**src/rtl/isa_types.sv**
```systemverilog
// isa_types: shared ISA constants, load FSM states and memory-read bus record.
package isa_types;
   localparam int XLEN = 32;
   localparam logic [6:0] OPCODE_LOAD = 7'b0000011;
   localparam logic [2:0] FUNCT3_SB = 3'b000, FUNCT3_SH = 3'b001, FUNCT3_SW = 3'b010;
   localparam logic [2:0] FUNCT3_LB = 3'b000, FUNCT3_LH = 3'b001, FUNCT3_LW = 3'b010;
   localparam logic [2:0] FUNCT3_LBU = 3'b100, FUNCT3_LHU = 3'b101;
   typedef enum logic [1:0] {IDLE, RD0, RD1, DONE} load_state_t;
   typedef struct packed {
      logic            rreq;
      logic [XLEN-1:0] raddr;
   } mem_read_t;
   typedef struct packed {
      logic [31:0][XLEN-1:0] xregs;
   } reg_state_t;
   typedef struct packed {
      logic [6:0]      opcode;
      logic [2:0]      funct3;
      logic [4:0]      rs1;
      logic [XLEN-1:0] i_imm_input;
   } decoded_instruction_t;
   function automatic logic is_load_funct3(input logic [2:0] f);
      return f inside {FUNCT3_LB, FUNCT3_LH, FUNCT3_LW, FUNCT3_LBU, FUNCT3_LHU};
   endfunction
   // halfwords straddle only at offset 3, words at any non-zero offset
   function automatic logic is_split(input logic [2:0] f, input logic [1:0] off);
      return (f[1:0] == 2'b01 && off == 2'b11) || (f == FUNCT3_LW && off != 2'b00);
   endfunction
endpackage

```
**src/rtl/stage_load_if.sv**
```systemverilog
// stage_load_if: data-memory read port between the load stage and memory.
interface stage_load_if;
   import isa_types::*;
   logic            mem_rreq;
   logic [XLEN-1:0] mem_raddr;
   logic            mem_rvalid;
   logic [XLEN-1:0] mem_rdata;
   modport master (output mem_rreq, output mem_raddr, input mem_rvalid, input mem_rdata);
   modport slave  (input mem_rreq, input mem_raddr, output mem_rvalid, output mem_rdata);
endinterface

```
**src/rtl/stage_load_extract.sv**
```systemverilog
// load_extract: picks byte/half/word out of {word1, word0} and sign/zero extends it.
module load_extract
   import isa_types::*;
(
   input  logic [XLEN-1:0] word0,
   input  logic [XLEN-1:0] word1,
   input  logic [1:0]      offset,
   input  logic [2:0]      funct3,
   output logic [XLEN-1:0] result
);
   logic [XLEN-1:0] w;
   logic            sx;
   always_comb begin
      w = XLEN'({word1, word0} >> {offset, 3'b000});
      sx = ~funct3[2];
      result = funct3[1:0] == 2'b00 ? {{(XLEN-8){sx & w[7]}}, w[7:0]} :
               funct3[1:0] == 2'b01 ? {{(XLEN-16){sx & w[15]}}, w[15:0]} : w;
   end
endmodule

```
**src/rtl/stage_load.sv**
```systemverilog
// stage_load: load memory stage issuing one or two aligned word reads per load.
module stage_load
   import isa_types::*;
#(
   parameter int TIMEOUT_CYCLES = 255
) (
   input  logic                 clock,
   input  logic                 reset,
   input  logic                 enable,
   input  reg_state_t           reg_state,
   input  decoded_instruction_t curr_instr,
   output logic                 is_complete,
   output logic [XLEN-1:0]      load_val,
   output logic                 load_fault,
   stage_load_if.master         mem
);
   load_state_t     state;
   mem_read_t       rd;
   logic [1:0]      off;
   logic [2:0]      f3;
   logic [XLEN-1:0] word0, ea_n, ext, x0, x1;
   logic [31:0]     cnt;
   logic            timed_out;
   assign ea_n = curr_instr.i_imm_input + reg_state.xregs[curr_instr.rs1];
   assign mem.mem_rreq = rd.rreq;
   assign mem.mem_raddr = rd.raddr;
   assign timed_out = TIMEOUT_CYCLES != 0 && cnt == 32'(TIMEOUT_CYCLES - 1);
   // the final word arrives straight from the bus; only the first half of a split is held
   assign x0 = state == RD1 ? word0 : mem.mem_rdata;
   assign x1 = state == RD1 ? mem.mem_rdata : '0;
   load_extract u_extract (.word0(x0), .word1(x1), .offset(off), .funct3(f3), .result(ext));
   always_ff @(posedge clock) begin
      if (reset) begin
         state <= IDLE;
         is_complete <= 1'b0;
         load_val <= '0;
         load_fault <= 1'b0;
         rd <= '0;
         cnt <= '0;
         off <= '0;
         f3 <= '0;
         word0 <= '0;
      end else begin
         is_complete <= 1'b0;
         case (state)
            IDLE: if (enable) begin
               if (curr_instr.opcode != OPCODE_LOAD) begin
                  state <= DONE;
                  is_complete <= 1'b1;
                  load_fault <= 1'b0;
               end else if (!is_load_funct3(curr_instr.funct3)) begin
                  state <= DONE;
                  is_complete <= 1'b1;
                  load_fault <= 1'b1;
                  load_val <= '0;
               end else begin
                  state <= RD0;
                  off <= ea_n[1:0];
                  f3 <= curr_instr.funct3;
                  rd <= '{rreq: 1'b1, raddr: {ea_n[XLEN-1:2], 2'b00}};
                  cnt <= '0;
               end
            end
            RD0, RD1: if (!enable) begin
               state <= IDLE;
               rd.rreq <= 1'b0;
            end else if (mem.mem_rvalid) begin
               cnt <= '0;
               if (state == RD0 && is_split(f3, off)) begin
                  state <= RD1;
                  word0 <= mem.mem_rdata;
                  rd.raddr <= rd.raddr + XLEN'(4);
               end else begin
                  state <= DONE;
                  is_complete <= 1'b1;
                  load_val <= ext;
                  load_fault <= 1'b0;
                  rd.rreq <= 1'b0;
               end
            end else if (timed_out) begin
               state <= DONE;
               is_complete <= 1'b1;
               load_val <= '0;
               load_fault <= 1'b1;
               rd.rreq <= 1'b0;
            end else begin
               cnt <= cnt + 32'd1;
            end
            default: state <= IDLE;
         endcase
      end
   end
endmodule

```
**src/flat_wrapper.sv**
```systemverilog
// flat-port wrapper written by rule: the top's interface ports become plain ports
module stage_load_flat import isa_types::*;
#(
   parameter int TIMEOUT_CYCLES = 255
)
  (clock, reset, enable, reg_state, curr_instr, is_complete, load_val, load_fault, mem_mem_rreq, mem_mem_raddr, mem_mem_rvalid, mem_mem_rdata);
  stage_load_if mem_i ();
  input  logic clock;
  input  logic reset;
  input  logic enable;
  input  reg_state_t reg_state;
  input  decoded_instruction_t curr_instr;
  output logic is_complete;
  output logic [XLEN-1:0] load_val;
  output logic load_fault;
  output wire logic [$bits(mem_i.mem_rreq)-1:0] mem_mem_rreq;
  output wire logic [$bits(mem_i.mem_raddr)-1:0] mem_mem_raddr;
  input wire logic [$bits(mem_i.mem_rvalid)-1:0] mem_mem_rvalid;
  input wire logic [$bits(mem_i.mem_rdata)-1:0] mem_mem_rdata;
  assign mem_mem_rreq = mem_i.mem_rreq;
  assign mem_mem_raddr = mem_i.mem_raddr;
  assign mem_i.mem_rvalid = mem_mem_rvalid;
  assign mem_i.mem_rdata = mem_mem_rdata;
  stage_load #(.TIMEOUT_CYCLES(TIMEOUT_CYCLES)) u_core (.clock(clock), .reset(reset), .enable(enable), .reg_state(reg_state), .curr_instr(curr_instr), .is_complete(is_complete), .load_val(load_val), .load_fault(load_fault), .mem(mem_i));
endmodule
```
**config.mk**
```make
export PLATFORM = sky130hd
export DESIGN_NAME = stage_load_flat
export DESIGN_NICKNAME = d
export VERILOG_FILES = /design/src/rtl/isa_types.sv /design/src/rtl/stage_load_if.sv /design/src/rtl/stage_load_extract.sv /design/src/rtl/stage_load.sv /design/src/flat_wrapper.sv
export SDC_FILE = /design/constraint.sdc
export NUM_CORES = 1
export LEC_CHECK = 0
export CORE_AREA = 4 4 459 461
export CTS_BUF_LIST = sky130_fd_sc_hd__clkbuf_2
export DETAILED_ROUTE_END_ITERATION = 12
export DIE_AREA = 0 0 463 465
export PLACE_DENSITY = 0.3
export RECOVER_POWER = 25
export SLEW_MARGIN = 40
export SYNTH_ARGS = -nofsm -noshare
export SYNTH_HDL_FRONTEND = slang
export SYNTH_SLANG_ARGS = --single-unit
```
**constraint.sdc**
```tcl
create_clock -name clock -period 7.65 [get_ports clock]
set_clock_uncertainty 0.1 [all_clocks]
set_input_delay 2.295 -clock clock [delete_from_list [all_inputs] [get_ports clock]]
set_output_delay 2.295 -clock clock [all_outputs]
set_load 0.02 [all_outputs]
```
==> out/results.tsv <==
stage	metric	value	unit
outcome	status	complete, but fails checks	
outcome	failing checks	max-capacitance violations, max-slew violations	
global_route	GRT met2 Usage	0.343	
cts	CTS tree	built	
logic_synthesis	Synth Instances	1560	
logic_synthesis	sequential area share after synthesis	0.163	
detailed_routing	initial DRC count	1650	
global_route	largest net degree at the start of global routing	60	
logic_synthesis	top cells by area, synth	mux4_2, dfxtp_1, a21oi_1	
cts	hold_buf cts	0	
sta	final hold slack	0.369	ns
setup_path	WP data arrival	6.91	ns
logic_synthesis	Yosys reg bits	136	
global_route	Top Usage Layer GRT	met2	
global_route	GR Layer Usage met1	0.222	
placed_design	HPWL Detailed	196000	um
die	Floorplan Core Area	0.206	mm2
logic_synthesis	most numerous cell in the Yosys netlist	mux4_2	
global_route	met3 Track Usage GR	0.0771	
sta	Final Max Tran Viols	90	
logic_synthesis	prevailing post-synth register cell	dfxtp_1	
layout	post-route insts no fill	5439	
detailed_routing	ANT nets after route	0	
pwr	Leak	10.3	nW
global_route	first-pass GRT wire length	263000	um
cts	Setup Buffers After CTS	0	
logic_synthesis	Mapped Area	0.0167	mm2
detailed_routing	Residual DRC	0	
sta	Final Hold Vio Count	0	
setup_path	maximum fanout along the worst path	18	
detailed_routing	wire per inst	39.6	um
detailed_routing	Via density	3.83	
cts	later-pin clock latency in the skew report	0.97	ns
cts	Clock transition at path regs	0.24	ns
sta	relative slew slack	-0.634	
cts	maximum root-to-sink buffer count	2	
logic_synthesis	Ys Warns	0	
setup_path	Worst Setup Start Kind	input port	
logic_synthesis	Synth cell types	72	
global_route	vias in the first global route	20900	
pwr	Peak VDD IR	97.9	uV
setup_path	Cell Chain, Critical Path	buf_8, buf_12, mux4_2, mux4_2, mux2_2, ha_1, o21a_1, o211ai_1, a21oi_1, o2111a_1, o211ai_1, a31oi_1, buf_4, xor2_1, o22ai_1, a211oi_1	
die	Die X	463	um
logic_synthesis	share of synthesized registers carrying an async set or reset	0	
cts	clk root buf	clkbuf_2	
die	Rows	167	
logic_synthesis	Commonest cells post-synth	mux4_2, nand2_1, dfxtp_1	
cts	TritonCTS Buffers	17	
setup_path	Worst path max stage delay	0.76	ns
logic_synthesis	Yosys top cell by area	mux4_2	
detailed_routing	Pre-Repair DR Iteration Count	5	
global_route	GRT Total Usage	0.192	
setup_path	crit end category	flip-flop	
placed_design	dpl cells	5355	
sta	Worst Tran Pin Value	2.45	ns
setup_path	critical path type	input port to flip-flop	
setup_path	Req. time, crit path	8.41	ns
cts	cts repair resizes	0	
setup_path	slowest CP cell	mux4_2	
layout	nets@finish	3816	
layout	filler instances	23200	
logic_synthesis	top cell type's share of synthesized area	0.431	
logic_synthesis	Syn Area/Cell	10.7	um2
cts	level count of the clock H-tree	4	
layout	multi-input logic area	0.0133	mm2
placed_design	PortBufs	1171	
placed_design	gpl congestion	0.927	
die	initial core utilization	0.0810	
sta	f_max	163	MHz
die	io pins	1174	
pwr	power per cell area	133	mW/mm2
sta	RSZ-0062 raised after global routing	false	
sta	Tcrit/Tclk final	0.804	
job	Max Cap Viol	2	
layout	Sequential cell area	0.00272	mm2
global_route	initial antenna violation count	258	
layout	share of cells above drive strength 1	0.183	
sta	crit path time final	6.15	ns
sta	Final setup viols	0	
sta	setup TNS	0	ns
detailed_routing	final wirelength	216000	um
logic_synthesis	Post-synth EDFFs	0	
layout	Synth-to-Final Area Change	92.7	%
global_route	total gr overflow	0	
cts	Clock Sinks	136	
die	chip height	465	um
layout	fin util	0.156	
die	full die area	0.215	mm2
min_path	min-delay worst type	flip-flop to flip-flop	
detailed_routing	DR vias	20800	
[power by group]
part           internal, mW  switching [mW]
Combinational          1.37            1.54
Sequential            0.789          0.0972
Clock                 0.160           0.346
[placed cells by master, fill, tap and decap left out, types with 9 or more instances in the layout]
cell type / n
nand3_1: 29
dfxtp_1: 135
or3_1: 10
nor3_1: 19
o211ai_1: 9
xor2_1: 33
nand4_1: 14
and3_1: 13
mux2_2: 46
o221ai_1: 17
xnor2_1: 19
buf_12: 11
clkdlybuf4s50_1: 1163
clkbuf_2: 18
a21o_1: 19
buf_4: 53
mux4_2: 320
a2bb2oi_1: 10
nor2_1: 115
nand2_1: 154
a211oi_1: 22
o22ai_1: 9
o21ai_0: 58
diode_2: 52
a22o_1: 16
ha_1: 38
mux2i_1: 49
inv_1: 19
a21oi_1: 117
nand2b_1: 18
[registers in the layout, summed over array words and instances (netlist names), 2 cells and up]
| signal | flops |
|---|---|
| u_core.mem.mem_raddr | 30 |
| u_core.f3 | 3 |
| u_core.cnt | 32 |
| u_core.word0 | 32 |
| u_core.off | 2 |
| u_core.state | 2 |
| u_core.load_val | 32 |
[routing by layer]
metal | vias up | routed length [um]
li1 | 8599 | -
met3 | 395 | 20800
met1 | 10500 | 82800
met4 | 126 | 3540
met5 | - | 834
met2 | 1225 | 108000
[critical path: cells and delay by family]
kind                     cells  cell delay, ns
AO/OA/AOI/OAI                8            1.73
XOR/XNOR                     1            0.16
buffers and inverters        3            0.62
adder cells (fa/ha/maj)      1            0.38
multiplexers                 3            1.64
[worst paths after layout]
check                        start                       end  slack [ns]  cells past startpoint
setup / recovery    curr_instr[32]  u_core.mem.mem_raddr[25]        1.50                     16
hold / removal    u_core.word0[16]          u_core.word0[16]        0.37                      2
setup reg to reg   u_core.state[0]       u_core.load_val[20]        1.53                     12
hold reg to reg   u_core.word0[16]          u_core.word0[16]        0.37                      2
[per-stage QoR]
stage / cell area, um2 / setup slack, ns / total power [mW]
final: 32200 / 1.50 / 4.30
after global routing: 32100 / 0.869 / 4.58
after CTS: 32100 / 1.71 / 4.43
after detailed placement: 31900 / 0.517 / 3.87
after global placement: 31900 / 0.489 / 3.89
after floorplan: 16700 / 0.895 / 2.23
[logic make-up after synthesis]
logic type	count (synthesis)	synth area share
flip-flops	136	0.163
AO/OA/AOI/OAI	334	0.132
multiplexers	415	0.491
AND/OR/NAND/NOR	416	0.116
other	1	0.000224
XOR/XNOR	52	0.0272
adder cells (fa/ha/maj)	39	0.0296
buffers and inverters	167	0.0408
[layout make-up]
type,count,area share
antenna,52,0.00404
clock buffer,18,0.00280
clock inverter,14,0.00501
inverter,22,0.00256
multi-input combinational,1258,0.413
sequential,136,0.0845
tap,2704,0.105
timing repair buffer,1235,0.383
Power figures use the tool's default switching activity.
